--- src/rtl/sensor_rx_pkg.sv ---
// Shared types for the sensor frame receiver: FSM states, header byte and record bundle.
package sensor_rx_pkg;

    localparam logic [7:0] HDR_DEFAULT = 8'hA5;

    typedef enum logic [2:0] {
        S_IDLE,
        S_MOIST,
        S_TEMP,
        S_LIGHT,
        S_CSUM
    } rx_state_t;

    typedef struct packed {
        logic [7:0] moisture;
        logic [7:0] temp;
        logic [7:0] light;
    } rec_t;

endpackage

--- src/rtl/sync_edge_det.sv ---
// 2-FF synchronizer followed by a registered rising-edge pulse.
module sync_edge_det (
    input  logic clk,
    input  logic rst_n,
    input  logic i_async,
    output logic o_pulse
);

    logic r_s1;
    logic r_s2;
    logic r_s3;
    logic r_pulse;

    always_ff @(posedge clk or negedge rst_n) begin
        if (!rst_n) begin
            r_s1    <= 1'b0;
            r_s2    <= 1'b0;
            r_s3    <= 1'b0;
            r_pulse <= 1'b0;
        end else begin
            r_s1    <= i_async;
            r_s2    <= r_s1;
            r_s3    <= r_s2;
            r_pulse <= r_s2 & ~r_s3;
        end
    end

    assign o_pulse = r_pulse;

endmodule

--- src/rtl/sensor_frame_rx.sv ---
// Byte-serial sensor frame receiver with checksum, timeout and one-entry holding register.
// Optional SENSOR_RX_AVG_EN: moisture output is a 4-record moving average.
module sensor_frame_rx
    import sensor_rx_pkg::*;
#(
    parameter logic [7:0] HEADER         = HDR_DEFAULT,
    parameter int         TIMEOUT_CYCLES = 1024,
    parameter int         ERR_W          = 8
) (
    input  logic             clk,
    input  logic             rst_n,
    input  logic [7:0]       byte_in,
    input  logic             stb_in,
    output logic             rec_valid,
    input  logic             rec_ready,
    output logic [7:0]       moisture,
    output logic [7:0]       temp,
    output logic [7:0]       light,
    output logic [ERR_W-1:0] err_cnt,
    output logic             overflow
);

    localparam int TMO_W = $clog2(TIMEOUT_CYCLES);
    localparam logic [TMO_W-1:0] TMO_LAST = TMO_W'(TIMEOUT_CYCLES - 1);

    rx_state_t        r_state;
    rec_t             r_shadow;
    rec_t             r_hold;
    logic [TMO_W-1:0] r_tmo;
    logic             r_valid;
    logic [ERR_W-1:0] r_err;
    logic             r_ovf;

    logic       w_take;
    logic [7:0] w_csum;
    logic       w_in_csum;
    logic       w_csum_ok;
    logic       w_csum_bad;
    logic       w_tmo_exp;
    logic       w_load;
    logic       w_drop;
    logic [7:0] w_moist;

    sync_edge_det u_stb (
        .clk     (clk),
        .rst_n   (rst_n),
        .i_async (stb_in),
        .o_pulse (w_take)
    );

    assign w_csum     = r_shadow.moisture ^ r_shadow.temp ^ r_shadow.light;
    assign w_in_csum  = w_take && (r_state == S_CSUM);
    assign w_csum_ok  = w_in_csum && (byte_in == w_csum);
    assign w_csum_bad = w_in_csum && (byte_in != w_csum);
    assign w_tmo_exp  = !w_take && (r_state != S_IDLE) && (r_tmo == TMO_LAST);
    assign w_load     = w_csum_ok && (!r_valid || rec_ready);
    assign w_drop     = w_csum_ok && r_valid && !rec_ready;

    always_ff @(posedge clk or negedge rst_n) begin
        if (!rst_n) begin
            r_state  <= S_IDLE;
            r_shadow <= '0;
            r_tmo    <= '0;
        end else if (w_take) begin
            r_tmo <= '0;
            unique case (r_state)
                S_IDLE: begin
                    if (byte_in == HEADER)
                        r_state <= S_MOIST;
                end
                S_MOIST: begin
                    r_shadow.moisture <= byte_in;
                    r_state           <= S_TEMP;
                end
                S_TEMP: begin
                    r_shadow.temp <= byte_in;
                    r_state       <= S_LIGHT;
                end
                S_LIGHT: begin
                    r_shadow.light <= byte_in;
                    r_state        <= S_CSUM;
                end
                S_CSUM:  r_state <= S_IDLE;
                default: r_state <= S_IDLE;
            endcase
        end else if (r_state != S_IDLE) begin
            if (w_tmo_exp) begin
                r_state <= S_IDLE;
                r_tmo   <= '0;
            end else begin
                r_tmo <= r_tmo + 1'b1;
            end
        end
    end

`ifdef SENSOR_RX_AVG_EN
    logic [7:0] r_hist [3];
    logic       r_hist_vld;
    logic [9:0] w_sum;

    always_comb begin
        w_sum = {r_shadow.moisture, 2'b00};
        if (r_hist_vld)
            w_sum = {2'b00, r_shadow.moisture} + {2'b00, r_hist[0]}
                  + {2'b00, r_hist[1]} + {2'b00, r_hist[2]};
        w_moist = w_sum[9:2];
    end

    // First loaded record seeds the whole window with its own value.
    always_ff @(posedge clk or negedge rst_n) begin
        if (!rst_n) begin
            r_hist[0]  <= '0;
            r_hist[1]  <= '0;
            r_hist[2]  <= '0;
            r_hist_vld <= 1'b0;
        end else if (w_load) begin
            r_hist_vld <= 1'b1;
            r_hist[0]  <= r_shadow.moisture;
            r_hist[1]  <= r_hist_vld ? r_hist[0] : r_shadow.moisture;
            r_hist[2]  <= r_hist_vld ? r_hist[1] : r_shadow.moisture;
        end
    end
`else
    assign w_moist = r_shadow.moisture;
`endif

    always_ff @(posedge clk or negedge rst_n) begin
        if (!rst_n) begin
            r_hold  <= '0;
            r_valid <= 1'b0;
            r_err   <= '0;
            r_ovf   <= 1'b0;
        end else begin
            if (w_load) begin
                r_hold.moisture <= w_moist;
                r_hold.temp     <= r_shadow.temp;
                r_hold.light    <= r_shadow.light;
                r_valid         <= 1'b1;
            end else if (r_valid && rec_ready) begin
                r_valid <= 1'b0;
            end
            if (w_drop)
                r_ovf <= 1'b1;
            if ((w_csum_bad || w_tmo_exp) && (r_err != '1))
                r_err <= r_err + 1'b1;
        end
    end

    assign rec_valid = r_valid;
    assign moisture  = r_hold.moisture;
    assign temp      = r_hold.temp;
    assign light     = r_hold.light;
    assign err_cnt   = r_err;
    assign overflow  = r_ovf;

endmodule

--- config.mk ---
export PLATFORM = sky130hd
export DESIGN_NAME = sensor_frame_rx
export DESIGN_NICKNAME = d
export VERILOG_FILES = /design/src/rtl/sensor_rx_pkg.sv /design/src/rtl/sync_edge_det.sv /design/src/rtl/sensor_frame_rx.sv
export SDC_FILE = /design/constraint.sdc
export NUM_CORES = 1
export LEC_CHECK = 0
export CORE_ASPECT_RATIO = 1.1
export CORE_MARGIN = 10
export CORE_UTILIZATION = 59
export DETAILED_ROUTE_END_ITERATION = 12
export PLACE_DENSITY_LB_ADDON = 0.05
export SLEW_MARGIN = 20
export SYNTH_ARGS = -nofsm -noshare
export SYNTH_HDL_FRONTEND = slang
export SYNTH_SLANG_ARGS = --single-unit
--- constraint.sdc ---
create_clock -name clk -period 4.15 [get_ports clk]
set_input_delay 0.83 -clock clk [delete_from_list [all_inputs] [get_ports clk]]
set_output_delay 0.83 -clock clk [all_outputs]
set_load 0.02 [all_outputs]
## Word-level counts from Yosys, hierarchy flattened

Index checks and enable logic that the tools add are counted.

| operators by class | value |
|---|---|
| $add $sub $neg | 2 |
| eq/ne operators | 10 |
| multiplexer cells | 10 |
| bitwise gates (word level) | 4 |
| reductions and logical operators | 24 |

Operators by type and width:

| operator | number |
|---|---|
| $mux W10 | 3 |
| $xor A8 B8 Y8 | 2 |
| $mux W3 | 4 |
| $pmux W3 S4 | 1 |
| $add A10 B1 Y10 const B | 1 |
| $eq A10 B10 Y1 const B | 1 |
| $logic_and A1 B1 Y1 | 10 |
| $add A8 B1 Y8 const B | 1 |
| $eq A8 B8 Y1 | 1 |
| $eq A8 B8 Y1 const B | 1 |
| $ne A8 B8 Y1 | 1 |
| $ne A8 B8 Y1 const B | 1 |
| $eq A3 B2 Y1 const B | 2 |
| $reduce_and A2 Y1 | 3 |
| $reduce_bool A2 Y1 | 3 |
| $eq A3 B1 Y1 const B | 1 |
| $eq A3 B3 Y1 const B | 1 |
| $logic_not A1 Y1 | 3 |
| $logic_not A3 Y1 | 1 |
| $ne A3 B3 Y1 const B | 1 |
| $reduce_and A3 Y1 | 1 |
| $reduce_bool A3 Y1 | 1 |
| $logic_or A1 B1 Y1 | 2 |
| $mux W1 | 2 |
| 2 further kinds | 2 |

| word-level totals | value |
|---|---|
| register bits after elaboration | 75 |
| bits of input ports | 12 |
| output and inout bits | 34 |
| word-level logic and storage cells | 65 |

## Depth between registers and ports, before layout

| logic depth | value |
|---|---|
| word-level depth | 6 |
| mapped depth | 7 |
| depth with buffers taken out | 6 |

## Cells and area by module

A second synthesis with hierarchy kept.

| unflattened totals | value |
|---|---|
| cells, all modules | 252 |
| area, all modules | 3,305.7 um^2 |

By module, submodules not included:

| module | times used | cells each | area an instance (um^2) | sequential area each (um^2) |
|---|---|---|---|---|
| sensor_frame_rx | 1 | 247 | 3,191.8 | 1,776.7 |
| sync_edge_det | 1 | 5 | 113.9 | 100.1 |

## Worst setup path after synthesis

No wires, ideal clock.

| timing path | value |
|---|---|
| kind | input -> register |
| start point | input port byte_in[4] |
| end point | register, netlist name light[4] |
| library setup time | 0.125 ns |
| data arrival time | 2.068 ns |
| slack | 1.957 ns |
| stages on the path | 7 |
| buffers on the path | 1 |
| path through | xor2_1 -> xnor2_1 -> nand4_2 -> nor2_4 -> nand3_4 -> buf_6 -> mux2_4 |

| on the way | value |
|---|---|
| longest elaborated chain between the ends | 3 |

RTL lines:

| element | RTL line | source |
|---|---|---|
| start: declaration | sensor_frame_rx.sv:12 | `input logic [7:0] byte_in,` |
| $eq A8 B8 Y1 | sensor_frame_rx.sv:53 | `assign w_csum_ok = w_in_csum && (byte_in == w_csum);` |
| $logic_and A1 B1 Y1 | sensor_frame_rx.sv:53 |  |
| $logic_and A1 B1 Y1 | sensor_frame_rx.sv:56 | `assign w_load = w_csum_ok && (!r_valid \|\| rec_ready);` |

Every way passes these cells.
A chain may end at the register's enable or synchronous reset.

## Final worst setup path

| timing path | value |
|---|---|
| start point | input port byte_in[3] |
| end point | register, netlist name moisture[7] |

| on the way | value |
|---|---|
| longest elaborated chain between the ends | 3 |

RTL lines:

| element | RTL line |
|---|---|
| $eq A8 B8 Y1 | sensor_frame_rx.sv:53 |
| $logic_and A1 B1 Y1 | sensor_frame_rx.sv:53 |
| $logic_and A1 B1 Y1 | sensor_frame_rx.sv:56 |

Every way passes these cells.

==> summary.txt <==
Setup path
  • Reg2Reg Launch Point: u_stb.o_pulse
  • Arrival time at the worst endpoint: 3.04 ns
  • Crit path capture type: flip-flop
  • Critical Path End: moisture[7]
  • Crit path launch: byte_in[3]
  • Worst r2r path cells: 4
  • Crit path max fanout: 24
  • Crit path kind: in -> reg
  • Critical Path Source Type: primary input
  • R2R setup slack: 1.87 ns
  • CP required: 4.37 ns
  • R2r endpoint: w_moist[5]

Logic synthesis
  • Share of the synthesized area in the top cell type: 0.556
  • Avg Synthesized Cell Area: 13.6 um2
  • Post-synth ARST share: 1.00
  • Cells after Synth: 249
  • Synth unique cells: 35
  • Syn Nets: 263
  • Largest area contributor in the netlist: dfrtp_1
  • Synth Flop Type: dfrtp_1
  • Yosys warning total: 0
  • Area contributors post-synth: dfrtp_1 56%, mux2_2 10%, mux2_4 8.9%, xnor2_1 5.7%, xor2_1 4.1%
  • #FFs+latches synth: 75
  • Number of synthesized flops with an enable pin: 0
  • Register area share after synthesis: 0.556
  • Syn Std Cell Area: 0.00338 mm2

Global routing
  • Residual overflow from global routing: 0
  • Vias in the first global route: 2214
  • Initial antenna violation count: 0
  • Tot GR Track Use: 0.150
  • Largest net degree at the start of global routing: 76
  • First-pass GRT wire length: 11000 um

CTS
  • Worst-Skew Late Latency: 0.34 ns
  • Post_cts resized: 0
  • Clock transition at path regs: 0.07 ns
  • CTS tree: built
  • Root buffer cell: clkbuf_8
  • TritonCTS Buffers: 9
  • Cts hold-fix bufs: 0
  • Sink Count: 75
  • Post-CTS setup buffer count: 0
  • CTS max path bufs: 2
  • H-tree levels: 3

Layout
  • Most common cell after layout, fill and taps aside: dfrtp_1
  • Design Area, Final: 0.00413 mm2
  • Most frequent cells in the layout: 75 x dfrtp_1, 44 x clkdlybuf4s50_1, 30 x mux2_2
  • Area growth, synth to finish: 22.1%
  • Nets: 314
  • Share of cells above drive strength 1: 0.243
  • # fillers: 366
  • Diode count: 0

Placement
  • RD Place Congestion: 0.743
  • DP HPWL: 4390 um
  • Placed cell area: 0.00388 mm2
  • Buffers added on ports: 45

Floorplan
  • Row count: 28
  • Core area: 0.00547 mm2
  • Die height: 99.4 um
  • I/O pins: 46
  • Initial core utilization: 0.618
  • Die extent in x: 92.1 um
  • Die Area: 0.00916 mm2

STA
  • Final TNS setup: 0 ns
  • Hold WS: 0.351 ns
  • Max-slew headroom: 0.341
  • Final min period: 2.82 ns
  • Fmax: 0.354 GHz
  • Final Max Slew Viols: 0
  • Period utilization: 0.680
  • Unrepaired setup endpoints after global routing: false
  • Clk_skew: 0.00924 ns
  • Hold Vio Cnt, Final: 0
  • Worst-Margin Slew: 0.984 ns
  • Setup violators final: 0

Routing
  • Drt drc: 0
  • Pre-Repair DR Iteration Count: 4
  • Via/cell ratio: 5.39
  • Routed Antenna Nets: 0
  • Routed vias: 2047
  • Total wire length: 6520 um
  • Routed len/inst: 17.2 um
  • First DRT Iteration DRCs: 128

Min path
  • Worst hold path type: reg -> reg

Power
  • Peak VDD IR: 387 uV
  • Static Leak: 1.87 nW
  • Power per cell area: 571 mW/mm2

Run
  • Max_cap viols: 0

Run status
  • Status: complete, no violations
-- worst min path at each step --
stage	startpoint	cells after the start	end
floorplan	u_stb.r_s1	0	u_stb.r_s2
global placement	u_stb.r_s1	0	u_stb.r_s2
detailed placement	u_stb.r_s1	0	u_stb.r_s2
CTS	u_stb.r_s1	0	u_stb.r_s2
global route	u_stb.r_s1	0	u_stb.r_s2
finish	u_stb.r_s1	0	u_stb.r_s2
-- critical path, cell delays in order --
cell and delay [ns]:
clkdlybuf4s50_1 0.50, xnor2_1 0.18, xnor2_1 0.26, nand4_2 0.22, nor2_4 0.19, nand3_4 0.40, mux2_4 0.46
-- cells in the mapped netlist (2+ instances only) --
| cell | instances |
|---|---|
| xnor2_1 | 22 |
| nand2b_1 | 2 |
| mux2_4 | 20 |
| nor3_1 | 2 |
| buf_6 | 2 |
| and3_1 | 3 |
| a2111oi_2 | 2 |
| a21oi_1 | 5 |
| xor2_1 | 16 |
| nand3_1 | 10 |
| nor2_1 | 18 |
| a211oi_1 | 3 |
| nand4_2 | 2 |
| a21o_1 | 2 |
| nor2b_1 | 2 |
| nor4bb_1 | 2 |
| ha_1 | 2 |
| mux2_2 | 30 |
| dfrtp_1 | 75 |
| inv_1 | 3 |
| nand2_1 | 12 |
-- where the power goes --
part / internal, mW / switching (mW)
Sequential: 0.884 / 0.156
Combinational: 0.340 / 0.305
Clock: 0.414 / 0.259
Total: 1.64 / 0.720
-- metal layers --
layer | wire (um) | track usage | vias up
met5 | 0 | 0 | -
met4 | 104 | 0.0819 | 0
met3 | 268 | 0.0414 | 7
met2 | 3240 | 0.241 | 44
met1 | 2900 | 0.179 | 1032
li1 | - | - | 964
-- flip-flops by register name, indices dropped and copies added (netlist names) --
signal	flops
err_cnt	8
light	8
moisture	8
overflow	1
r_shadow	16
r_state	3
r_tmo	10
rec_valid	1
temp	8
u_stb.o_pulse	1
u_stb.r_s1	1
u_stb.r_s2	1
u_stb.r_s3	1
w_moist	8
-- cell families after synthesis --
group / synth area share
buffers and inverters: 0.0137
muxes: 0.189
AOI/OAI and AO/OA: 0.0433
DFF: 0.556
xor gates and xnor gates: 0.0985
adders and majority gates: 0.00741
and+or+nand+nor: 0.0926
-- layout make-up --
| cell class | instances | area, um2 | area share |
|---|---|---|---|
| Clock inverter | 5 | 100 | 0.0243 |
| Sequential cell | 75 | 1880 | 0.455 |
| Tap cell | 75 | 93.8 | 0.0227 |
| Inverter | 3 | 11.3 | 0.00273 |
| Multi-Input combinational cell | 166 | 1460 | 0.353 |
| Timing Repair Buffer | 45 | 448 | 0.109 |
| Clock buffer | 11 | 141 | 0.0343 |
-- metrics by stage --
step	setup slack [ns]	cells	utilization	power [mW]
after global placement	1.05	364	0.711	1.68
after CTS	1.29	380	0.755	2.38
after detailed placement	0.991	364	0.711	1.70
final	1.33	380	0.755	2.36
after global routing	1.23	380	0.755	2.49
after floorplan	1.96	249	-	1.51
No activity file was read; power rests on OpenSTA's default activity.
